## src/rtl/antsel_pkg.sv

```systemverilog
// Shared types and width helpers for the antenna power selector.
// Holds the FSM state encoding and accumulator/index width derivations.
// No logic; imported by the selector and its saturating adder.
package antsel_pkg;

    typedef enum logic [1:0] {
        CLEAR = 2'd0,
        ACCUM = 2'd1,
        SCAN  = 2'd2,
        OUT   = 2'd3
    } state_t;

    function automatic int clog2_w(input int n);
        return (n <= 1) ? 0 : $clog2(n);
    endfunction

    function automatic int ant_w(input int num_ant);
        return clog2_w(num_ant);
    endfunction

    // Guard bits let a full frame of max-valued samples sum without wrapping.
    function automatic int acc_w(input int data_width, input int num_sc);
        return 2 * data_width + clog2_w(num_sc);
    endfunction

endpackage

```

## src/rtl/antenna_power_select_sat_add.sv

```systemverilog
// Unsigned saturating adder: clamps to all-ones and flags overflow.
// Latency: combinational.
// Backpressure: none.
module sat_add #(
    parameter int A_W = 22,
    parameter int B_W = 16
) (
    input  logic [A_W-1:0] a,
    input  logic [B_W-1:0] b,
    output logic [A_W-1:0] sum,
    output logic           ovf
);

    logic [A_W:0] full;

    assign full = {1'b0, a} + (A_W+1)'(b);
    assign ovf  = full[A_W];
    assign sum  = ovf ? '1 : full[A_W-1:0];

endmodule

```

## src/rtl/antenna_power_select.sv

```systemverilog
// Accumulates |h|^2 per antenna over a frame, then picks the strongest antenna by sequential argmax.
// Latency: result valid NUM_ANT+1 cycles after the in_last handshake.
// Backpressure: in_ready low outside ACCUM; result held in OUT until out_ready.
module antenna_power_select
    import antsel_pkg::*;
#(
    parameter int  DATA_WIDTH = 32,
    parameter int  NUM_ANT    = 4,
    parameter int  NUM_SC     = 64,
    localparam int ANT_W      = ant_w(NUM_ANT),
    localparam int ACC_W      = acc_w(DATA_WIDTH, NUM_SC)
) (
    input  logic                    clk,
    input  logic                    rst_n,
    input  logic                    in_valid,
    output logic                    in_ready,
    input  logic [2*DATA_WIDTH-1:0] in_mag,
    input  logic [ANT_W-1:0]        in_ant,
    input  logic                    in_last,
    output logic                    out_valid,
    input  logic                    out_ready,
    output logic [ANT_W-1:0]        out_ant_idx,
    output logic [ACC_W-1:0]        out_power,
    output logic                    out_err
);

    localparam logic [ANT_W:0]   NUM_ANT_V = (ANT_W+1)'(NUM_ANT);
    localparam logic [ANT_W-1:0] LAST_IDX  = ANT_W'(NUM_ANT - 1);

    state_t           state;
    logic [ACC_W-1:0] acc [NUM_ANT];
    logic             err;
    logic [ANT_W-1:0] scan_idx;
    logic [ANT_W-1:0] best_idx;
    logic [ACC_W-1:0] best_pow;

    logic             in_hs;
    logic             tag_ok;
    logic [ANT_W-1:0] upd_idx;
    logic [ACC_W-1:0] upd_sum;
    logic             upd_ovf;
    logic             scan_take;
    logic [ANT_W-1:0] nxt_idx;
    logic [ACC_W-1:0] nxt_pow;

    assign in_ready  = (state == ACCUM);
    assign out_valid = (state == OUT);
    assign in_hs     = in_valid & in_ready;

    // Out-of-range tags (possible when NUM_ANT is not a power of two) are steered to a legal index and never written.
    assign tag_ok  = ({1'b0, in_ant} < NUM_ANT_V);
    assign upd_idx = tag_ok ? in_ant : '0;

    sat_add #(
        .A_W (ACC_W),
        .B_W (2*DATA_WIDTH)
    ) u_sat_add (
        .a   (acc[upd_idx]),
        .b   (in_mag),
        .sum (upd_sum),
        .ovf (upd_ovf)
    );

    // Strict greater-than keeps the earlier index on ties.
    assign scan_take = (scan_idx == '0) || (acc[scan_idx] > best_pow);
    assign nxt_idx   = scan_take ? scan_idx : best_idx;
    assign nxt_pow   = scan_take ? acc[scan_idx] : best_pow;

    always_ff @(posedge clk or negedge rst_n) begin
        if (!rst_n) begin
            state       <= CLEAR;
            for (int i = 0; i < NUM_ANT; i++) acc[i] <= '0;
            err         <= 1'b0;
            scan_idx    <= '0;
            best_idx    <= '0;
            best_pow    <= '0;
            out_ant_idx <= '0;
            out_power   <= '0;
            out_err     <= 1'b0;
        end else begin
            case (state)
                CLEAR: begin
                    for (int i = 0; i < NUM_ANT; i++) acc[i] <= '0;
                    err      <= 1'b0;
                    scan_idx <= '0;
                    state    <= ACCUM;
                end
                ACCUM: begin
                    if (in_hs) begin
                        if (tag_ok) begin
                            acc[upd_idx] <= upd_sum;
                            if (upd_ovf) err <= 1'b1;
                        end else begin
                            err <= 1'b1;
                        end
                        if (in_last) begin
                            scan_idx <= '0;
                            state    <= SCAN;
                        end
                    end
                end
                SCAN: begin
                    best_idx <= nxt_idx;
                    best_pow <= nxt_pow;
                    scan_idx <= scan_idx + ANT_W'(1);
                    if (scan_idx == LAST_IDX) begin
                        out_ant_idx <= nxt_idx;
                        out_power   <= nxt_pow;
                        out_err     <= err;
                        state       <= OUT;
                    end
                end
                OUT: begin
                    if (out_ready) state <= CLEAR;
                end
                default: state <= CLEAR;
            endcase
        end
    end

endmodule
```

## config.mk

```make
export PLATFORM = sky130hd
export DESIGN_NAME = antenna_power_select
export DESIGN_NICKNAME = d
export VERILOG_FILES = /design/src/rtl/antsel_pkg.sv /design/src/rtl/antenna_power_select_sat_add.sv /design/src/rtl/antenna_power_select.sv
export SDC_FILE = /design/constraint.sdc
export NUM_CORES = 1
export LEC_CHECK = 0
export CAP_MARGIN = 20
export CORE_MARGIN = 1
export CORE_UTILIZATION = 40
export DETAILED_ROUTE_END_ITERATION = 6
export GPL_ROUTABILITY_DRIVEN = 0
export GPL_TIMING_DRIVEN = 1
export HOLD_SLACK_MARGIN = 0.03
export PLACE_DENSITY = 0.65
export SLEW_MARGIN = 15
export SYNTH_ARGS = -nofsm -noshare
export SYNTH_HDL_FRONTEND = slang
export SYNTH_SLANG_ARGS = --single-unit
export TNS_END_PERCENT = 10
```

## constraint.sdc

```tcl
create_clock -name clk -period 5.9 [get_ports clk]
set_clock_uncertainty 0.1 [all_clocks]
set_input_delay 1.18 -clock clk [delete_from_list [all_inputs] [get_ports clk]]
set_output_delay 1.18 -clock clk [all_outputs]
set_load 0.005 [all_outputs]
```

==> results.toml <==
[status]
status = "complete, no violations"

[placement]
io_buffers = 145
hpwl_um = 56100
place_ws_ns = 0.125
placed_cell_area_um2 = 29800

[power]
power_density_nw_per_um2 = 447
ir_worst_vdd_uv = 339
p_sw_share_pct = 41.0
p_clk_share_pct = 22.7
cellLeakagePower_nw = 13.3
comb_power_share_pct = 46.7
p_sw_mw = 5.76
p_int_mw = 8.30
p_seq_share_pct = 30.6

[cts]
post_cts_resized = 0
cts_sinks = 430
numCtsBuffers = 49
cts_tree = "built"
clock_latency_ns = 0.61
cts_root_buf = "clkbuf_16"
h-tree-depth = 2
hold_buffers = 0
path_clk_slew_ns = 0.06
cts.path.max_buffers = 3
cts_setup_buffers = 0

[yosys]
syn-instance-count = 2763
synth_edf_count = 0
synthFlopType = "dfrtp_1"
synth_warnings = 0
synth_seq_cells = 430
synth_cell_types = 70
synth_fp_nets = 2975
synth_area_um2 = 27200
async_flop_share_pct = 100
ys_seq_area_share_pct = 39.5
avgSynthCellArea_um2 = 9.86

[worst_setup_path]
crit_family = "compound AO/OA/AOI/OAI gates"
cp.arrival_ns = 5.97
path_max_fanout = 39
slowest_delay_ns = 0.97
required_ns = 6.31
crit_slowest_cell = "dfrtp_2"
critPathMostFrequentCell = "buf_4"
crit_path_end_kind = "register"
worstSetupStartpointType = "register"
path_cells = "buf_4 > mux4_2 > ha_1 > a21o_1 > a21o_1 > a21oi_1 > nor3_1 > o31a_1 > a2111oi_1 > buf_4 > o31a_2 > buf_4 > mux2_2 > o211ai_1"
timing.critical_path.buf_inv = 3
critPathKind = "reg -> reg"

[detailed_routing]
drtIter0Drc = 1782
drc = 0
wirelength_um = 80900
avgRoutedWirePerCell_um = 21.6
dr.pass1.iters = 5
via_count = 22715
postRouteAntennaNets = 0
avgViaCountPerCell = 6.08

[floorplan]
dieArea_um2 = 69100
die_y_um = 263
pin_count = 146
num_rows = 95
coreArea_um2 = 67300
start_util_pct = 40.5
die_width_um = 263

[cells_and_area]
nets = 3041
stdcell_area_um2 = 31400
drive_gt1_share_pct = 16.4
antennaDiodeCount = 0
nFillCells = 6214
synthToLayoutAreaGrowth_pct = 15.4
utilization_pct = 46.7

[timing]
relSlewSlack_pct = 33.2
setup_violations = 0
postLayoutSetupSlackWorst_ns = 0.343
worstMarginPinSlew_ns = 1.00
finalCritPeriodShare_pct = 94.2
hold_viol = 0
max_clock_freq_mhz = 180
rsz0062_at_grt = "no"
min_period_ns = 5.56
tns_ns = 0
holdWs_ns = 0.384
slew_viol_final = 0

[global_route]
grt_pass1_wl_um = 129000
grt_overflow_total = 0
grt_max_degree = 173
grtUsageTotal_pct = 23.3
antenna_found_initial = 0
grt_pass1_vias = 22885

[hold_path]
min_path_type = "reg -> reg"

[job]
maxCapViolations = 0
-- power by group through the flow --
stage | registers [mW] | logic [mW] | clock network (mW)
after floorplan | 4.09 | 4.58 | 0
after global placement | 4.27 | 6.34 | 0
after detailed placement | 4.34 | 6.49 | 0
after CTS | 4.29 | 6.53 | 3.25
after global routing | 4.40 | 7.16 | 3.36
final | 4.30 | 6.56 | 3.20
-- through the flow --
stage | instances | power [mW]
2_1_floorplan | 2763 | 8.67
4_1_cts | 3737 | 14.1
3_5_place_dp | 3649 | 10.8
3_3_place_gp | 3649 | 10.6
5_1_grt | 3739 | 14.9
6_report | 3739 | 14.1
-- layer usage --
metal  global-route usage, %  part of all wire, %  up-vias
li1                        -                    -    10419
met1                    31.3                   43    11414
met2                    38.5                   48      736
met3                    3.72                  5.8      146
met4                    7.60                  3.0        0
met5                       0                    0        -
-- synthesized netlist by cell type (4+ instances only) --
| library cell | count | area share, % |
|---|---|---|
| nand3_1 | 339 | 6.2 |
| and2_1 | 8 | 0.18 |
| nor4_1 | 5 | 0.11 |
| a2111oi_0 | 6 | 0.19 |
| o211ai_1 | 88 | 2.4 |
| and4_1 | 7 | 0.23 |
| inv_1 | 93 | 1.3 |
| buf_1 | 17 | 0.23 |
| and3_1 | 9 | 0.21 |
| mux2_2 | 142 | 5.9 |
| o21ai_0 | 229 | 4.2 |
| o211a_1 | 5 | 0.18 |
| a21oi_1 | 168 | 3.1 |
| a21o_1 | 53 | 1.5 |
| mux4_2 | 140 | 12 |
| a211oi_1 | 13 | 0.36 |
| or3_1 | 14 | 0.32 |
| o22a_1 | 4 | 0.13 |
| a31oi_1 | 6 | 0.14 |
| nand4_1 | 51 | 1.2 |
| clkbuf_1 | 169 | 2.3 |
| dfrtp_1 | 430 | 40 |
| a221oi_1 | 4 | 0.13 |
| nor2_1 | 107 | 1.5 |
| nor3_1 | 26 | 0.48 |
| ha_1 | 140 | 6.4 |
| nand2_1 | 235 | 3.2 |
| buf_6 | 6 | 0.25 |
| o21bai_1 | 10 | 0.28 |
| o31ai_1 | 12 | 0.33 |
| nor2b_1 | 8 | 0.18 |
| nand2b_1 | 6 | 0.14 |
| buf_2 | 21 | 0.39 |
| xnor2_1 | 24 | 0.77 |
| o21ai_1 | 69 | 1.3 |
| a21boi_0 | 6 | 0.17 |
| o21a_1 | 12 | 0.33 |
| xor2_1 | 31 | 1.0 |
-- worst paths after layout --
path | from | to | slack (ns) | cells past startpoint
worst max-delay path | scan_idx[1] | out_power[34] | 0.34 | 14
worst min-delay path | err | out_err | 0.38 | 2
worst max register to register | scan_idx[1] | out_power[34] | 0.34 | 14
worst min register to register | err | out_err | 0.38 | 2
max in group asynchronous | rst_n | out_power[46] | 3.87 | 2
min in group asynchronous | rst_n | out_power[6] | 0.44 | 1
-- registers in the layout, indices dropped and copies added (netlist names) --
signal,cells
err,1
state,2
scan_idx,2
best_idx,2
out_power,70
best_pow,70
acc,280
out_err,1
out_ant_idx,2
-- cells by family (layout without fill, tap and decap cells) --
family	Yosys count	count (layout)	share of synthesized area [%]
DFF	430	430	39.5
xor gates and xnor gates	55	55	1.77
and+or+nand+nor	827	827	14.4
muxes	288	288	17.7
buffers and inverters	306	409	4.48
adders and majority gates	141	141	6.50
AOI/OAI and AO/OA	716	716	15.7
-- worst reg2reg max path, stage by stage, from the launching register on --
cell,delay (ns)
dfrtp_2,0.97
buf_4,0.38
mux4_2,0.37
ha_1,0.32
a21o_1,0.16
a21o_1,0.17
a21oi_1,0.26
nor3_1,0.09
o31a_1,0.41
a2111oi_1,0.63
buf_4,0.27
o31a_2,0.24
buf_4,0.51
mux2_2,0.47
o211ai_1,0.11
-- cell usage in the layout (no fill, tap or decap), drive strengths merged, types with 111 or more instances in the layout --
cell type / instances
a21oi: 168
clkdlybuf4s50: 142
dfrtp: 430
ha: 140
mux2: 145
mux4: 140
nand2: 235
nand3: 339
nor2: 111
o21ai: 298
-- cell type report --
class                   instances  area [µm²]  share of cell area, %
clock inverters                16         213                  0.676
inverters                      93         349                   1.11
well taps                     873        1090                   3.47
multi-input cells            2027       15300                   48.7
clock buffers                  72        1460                   4.65
flip-flops and latches        430       10800                   34.2
repair buffers                228        2260                   7.19
Note: power is estimated with default switching activity, not from simulation.
